File: config.mk
export PLATFORM = sky130hd
export DESIGN_NAME = shift_frame_ctrl
export DESIGN_NICKNAME = d
export VERILOG_FILES = /design/src/rtl/shift_frame_ctrl.sv
export SDC_FILE = /design/constraint.sdc
export NUM_CORES = 1
export LEC_CHECK = 0
export ABC_AREA = 1
export ABC_CLOCK_PERIOD_IN_PS = 1700
export CAP_MARGIN = 20
export CORE_MARGIN = 4
export CORE_UTILIZATION = 30
export CTS_CLUSTER_DIAMETER = 30
export DETAILED_ROUTE_END_ITERATION = 8
export HOLD_SLACK_MARGIN = 0.05
export PLACE_DENSITY = 0.52
export SYNTH_ARGS = -nofsm -noshare
export SYNTH_HDL_FRONTEND = slang
export SYNTH_SLANG_ARGS = --single-unit
File: constraint.sdc
create_clock -name clk -period 1.7 [get_ports clk]
set_input_delay 0.34 -clock clk [delete_from_list [all_inputs] [get_ports clk]]
set_output_delay 0.34 -clock clk [all_outputs]
set_load 0.05 [all_outputs]
File: src/rtl/shift_frame_ctrl.sv
// Round-robin frame controller feeding a shared SIPO shift register.
// Each accepted word becomes a clear strobe, WIDTH MSB-first shift cycles and an optional idle gap.
module shift_frame_ctrl #(
  parameter int unsigned WIDTH = 4,
  parameter int unsigned GAP   = 1
) (
  input  logic             clk,
  input  logic             reset,
  input  logic             req0_valid,
  input  logic [WIDTH-1:0] req0_data,
  output logic             req0_ready,
  input  logic             req1_valid,
  input  logic [WIDTH-1:0] req1_data,
  output logic             req1_ready,
  output logic             sr_clear,
  output logic             sr_shift_en,
  output logic             sr_serial_in,
  output logic             frame_done,
  output logic             busy,
  output logic             grant_id
);

  localparam int unsigned CW       = $clog2(WIDTH);
  localparam int unsigned GW       = (GAP > 1) ? $clog2(GAP) : 1;
  localparam int unsigned GAP_M1   = (GAP > 0) ? GAP - 1 : 0;
  localparam logic [CW-1:0] CNT_LAST = CW'(WIDTH - 1);
  localparam logic [GW-1:0] GAP_LAST = GW'(GAP_M1);

  typedef enum logic [1:0] {S_IDLE, S_CLEAR, S_SHIFT, S_GAP} state_e;

  state_e           state_q, state_d;
  logic [CW-1:0]    cnt_q, cnt_d;
  logic [GW-1:0]    gap_q, gap_d;
  logic [WIDTH-1:0] word_q, word_d;
  logic             last_q, last_d;
  logic             grant_q, grant_d;
  logic             clr_q, shift_q, ser_q, done_q, busy_q;
  logic             win0, win1;
  logic [WIDTH-1:0] shifted;

  always_comb begin
    win0       = req0_valid & (~req1_valid | last_q);
    win1       = req1_valid & (~req0_valid | ~last_q);
    // Gated by reset so neither requester sees ready while the block is held in reset.
    req0_ready = reset & (state_q == S_IDLE) & win0;
    req1_ready = reset & (state_q == S_IDLE) & win1;

    state_d = state_q;
    cnt_d   = cnt_q;
    gap_d   = gap_q;
    word_d  = word_q;
    last_d  = last_q;
    grant_d = grant_q;

    case (state_q)
      S_IDLE: begin
        if (req0_ready | req1_ready) begin
          word_d  = req1_ready ? req1_data : req0_data;
          grant_d = req1_ready;
          last_d  = req1_ready;
          state_d = S_CLEAR;
        end
      end
      S_CLEAR: begin
        cnt_d   = '0;
        state_d = S_SHIFT;
      end
      S_SHIFT: begin
        if (cnt_q == CNT_LAST) begin
          gap_d   = '0;
          state_d = (GAP > 0) ? S_GAP : S_IDLE;
        end else begin
          cnt_d = cnt_q + 1'b1;
        end
      end
      S_GAP: begin
        if (gap_q == GAP_LAST) state_d = S_IDLE;
        else                   gap_d   = gap_q + 1'b1;
      end
      default: state_d = S_IDLE;
    endcase

    shifted = word_d << cnt_d;
  end

  // Outputs are decoded from the next state so they line up with the state they describe.
  always_ff @(posedge clk or negedge reset) begin
    if (!reset) begin
      state_q <= S_IDLE;
      cnt_q   <= '0;
      gap_q   <= '0;
      word_q  <= '0;
      last_q  <= 1'b1;
      grant_q <= 1'b0;
      clr_q   <= 1'b0;
      shift_q <= 1'b0;
      ser_q   <= 1'b0;
      done_q  <= 1'b0;
      busy_q  <= 1'b0;
    end else begin
      state_q <= state_d;
      cnt_q   <= cnt_d;
      gap_q   <= gap_d;
      word_q  <= word_d;
      last_q  <= last_d;
      grant_q <= grant_d;
      clr_q   <= (state_d == S_CLEAR);
      shift_q <= (state_d == S_SHIFT);
      ser_q   <= (state_d == S_SHIFT) & shifted[WIDTH-1];
      done_q  <= (state_q == S_SHIFT) && (cnt_q == CNT_LAST);
      busy_q  <= (state_d != S_IDLE);
    end
  end

  assign sr_clear     = clr_q;
  assign sr_shift_en  = shift_q;
  assign sr_serial_in = ser_q;
  assign frame_done   = done_q;
  assign busy         = busy_q;
  assign grant_id     = grant_q;

endmodule

==> results.md <==
* Ranking of synthesized cells by area: dfrtp_1 44%, nand2_1 11%, inv_1 9.9%
* Initial Util at 0.3178
* Vias at 675
* Tcrit/Tclk final at 0.9976
* Gp weighted congestion at 0.7356
* Worst vdd ir at 0.9162 mV
* Internal Power at 1.154 mW
* Post-synth top area cell: dfrtp_1
* GR Util All Layers at 0.1105
* # IOs at 20
* Fin util at 0.4770
* Post-Syn Area at 794.5 sq um
* Fin Setup TNS at 0 ns
* Final Power at 2.079 mW
* Total grt overflow at 0
* Critical Path Start: state_q[1]
* Comb power frac at 0.627
* DRC at 0
* N_diodes at 0
* Sw power at 0.9245 mW
* Pre-Repair DR Iteration Count at 2
* P_leak at 0.6437 nW
* Clock Pin Slew Worst Setup and Hold Paths at 0.09 ns
* Least-Margin Pin Slew at 0.2429 ns
* # setup viols final at 0
* Largest net degree at the start of global routing at 16
* Status: finished, final reports clean
* Final nets at 148
* Worst EP required at 1.36 ns
* Wire length per cell at 9.944 microns
* Crit. End Element: output pin
* Chip Width at 59.46 microns
* Net switching fraction of the power at 0.4447
* PnR worst setup slack at 0.004133 ns
* Routed wire length at 1.611 mm
* Share of cells above drive strength 1 at 0.3636
* Hold violation total from the final report at 0
* Layout Cell Area excl Fill at 1192 sq um
* Clock network power share at 0.095
* Vias in the first global route at 716
* Final Slew Violations at 0
* First-pass GRT wire length at 2.973 mm
* Yosys reg bits at 15
* Pwr dens at 1743 nW/um^2
* Die H at 59.46 microns
* Crit-path cells: inv_2 -> ha_4 -> nand2_4 -> buf_6 -> nor2_4 -> buf_12
* Starting DRT DRC Count at 7
* Seq pwr share at 0.278
* Port Buffers at 19
* Full die area at 3535 sq um
* # rows at 18
* Cts-stage hold buffer count at 0
* DP HPWL at 1.295 mm
* CTS root buf: clkbuf_4
* RSZ-0062 raised after global routing: true
* R2R Path Start: state_q[1]
* CP Max Fanout at 4
* Maximum buffer depth of the clock tree at 2
* Max incr delay on CP at 0.39 ns
* Skew-Pair Late Insertion Delay at 0.27 ns
* Synth Warn # at 0
* Placed instance area at 1117 sq um
* CTS tree: done
* Register area share after synthesis at 0.4740
* Synth Net Count at 109
* Final Critical Period at 1.696 ns
* ANT nets after route at 0
* WS Path Type: reg2out
* F_max at 589.7 MHz
* Via density per instance at 4.167
* Inserted Clock Buffers at 3
* Worst slew margin relative to its limit at 0.8380
* Distinct cells, synth at 20
* Synthesis-to-layout area growth at 50.08%
* Initial antenna violation count at 0
* Core Area at 2500 sq um
* Hold Crit Class: in2async
* Critical Path Start Type: register
* Share of the synthesized area in the top cell type at 0.4409
* Critical path arrival at 1.36 ns
* Post-Syn Area per Cell at 8.452 sq um
* Pre-CTS setup slack at -0.09295 ns
* Slowest-stage cell, CP: dfrtp_1
* Setup Skew at 0.006053 ns
* Cells after synthesis at 94
* Clk sinks at 15
* Max-capacitance violation count at 0
* H-tree depth at 1
[power by group through the flow]
stage / logic, mW / clock network [mW] / registers [mW]
final: 1.30 / 0.197 / 0.579
after global routing: 1.44 / 0.231 / 0.597
after CTS: 1.30 / 0.208 / 0.581
after floorplan: 0.651 / 0 / 0.743
after global placement: 1.18 / 0 / 0.580
after detailed placement: 1.20 / 0 / 0.581
[critical path: cells and delay by family (launching register included)]
kind | cells | cell delay (ns)
simple gates | 2 | 0.18
buf+inv | 3 | 0.36
flops | 1 | 0.39
fa+ha+maj | 1 | 0.14
[final timing paths]
kind | endpoint | slack, ns | depth (start not counted)
worst max-delay path | req1_ready | 0.004 | 6
worst min-delay path | sr_clear | 0.23 | 2
worst max register to register | sr_serial_in | 0.10 | 12
worst min register to register | grant_id | 0.48 | 2
max in group asynchronous | last_q | 1.23 | 2
min in group clk | grant_id | 0.48 | 2
[state kept, by name, summed over array words and instances (netlist names)]
signal,flops
cnt_q,2
last_q,1
sr_clear,1
sr_serial_in,1
word_q,4
frame_done,1
grant_id,1
sr_shift_en,1
state_q,2
busy,1
[synth_stat cells]
cell type / instances
a21oi_1: 1
a21oi_2: 1
clkinv_4: 1
dfrtp_1: 14
dfstp_2: 1
ha_1: 3
inv_1: 21
inv_2: 2
nand2_1: 23
nand2_2: 3
nand2_4: 1
nand3_1: 9
nand3_2: 4
nand3_4: 1
nand4_1: 1
nor2_1: 3
nor2_2: 1
o21ai_0: 1
o21ai_2: 2
o22ai_1: 1
[placed cells by master (no fill, tap or decap), drive strengths merged]
| cell | n |
|---|---|
| clkinv | 1 |
| nand3 | 14 |
| o21ai | 3 |
| o22ai | 1 |
| dfstp | 1 |
| nand2 | 27 |
| nand4 | 1 |
| nor2 | 4 |
| clkbuf | 4 |
| dfrtp | 14 |
| a21oi | 2 |
| ha | 3 |
| dlygate4sd2 | 2 |
| buf | 23 |
| inv | 23 |
| clkdlybuf4s50 | 9 |
[stage by stage]
stage / instances / hold slack (ns)
3_5_place_dp: 154 / 0.4599
3_3_place_gp: 154 / 0.4538
5_1_grt: 162 / 0.2363
6_report: 162 / 0.2270
2_1_floorplan: 94 / 0.04441
4_1_cts: 161 / 0.2179
[metal layers]
| layer | up-vias | GRT usage | share of wire |
|---|---|---|---|
| met2 | 19 | 0.1919 | 0.48 |
| met4 | 0 | 0.04854 | 0.0056 |
| li1 | 363 | - | - |
| met3 | 2 | 0.02832 | 0.085 |
| met1 | 291 | 0.1262 | 0.43 |
| met5 | - | 0 | 0 |
[cell type report]
class / instances / area, sq um
Multi-Input combinational cell: 55 / 347.8
Tap cell: 30 / 37.54
Inverter: 24 / 95.09
Sequential cell: 15 / 376.6
Timing Repair Buffer: 34 / 309.0
Fill cell: 254 / 1308
Clock buffer: 4 / 26.28
[cell families (layout without fill, tap and decap cells)]
| kind of cell | Yosys count | count (layout) | synth area share |
|---|---|---|---|
| flops | 15 | 15 | 0.4740 |
| fa+ha+maj | 3 | 3 | 0.04725 |
| simple gates | 46 | 46 | 0.3055 |
| compound gates | 6 | 6 | 0.05354 |
| buf+inv | 24 | 62 | 0.1197 |
[what timing repair did]
action,CTS,global route
buffers inserted,3,1
endpoints found under the setup margin,2,3
pin swaps,3,0
gates resized for setup,9,0
Note: power is estimated with default switching activity, not from simulation.
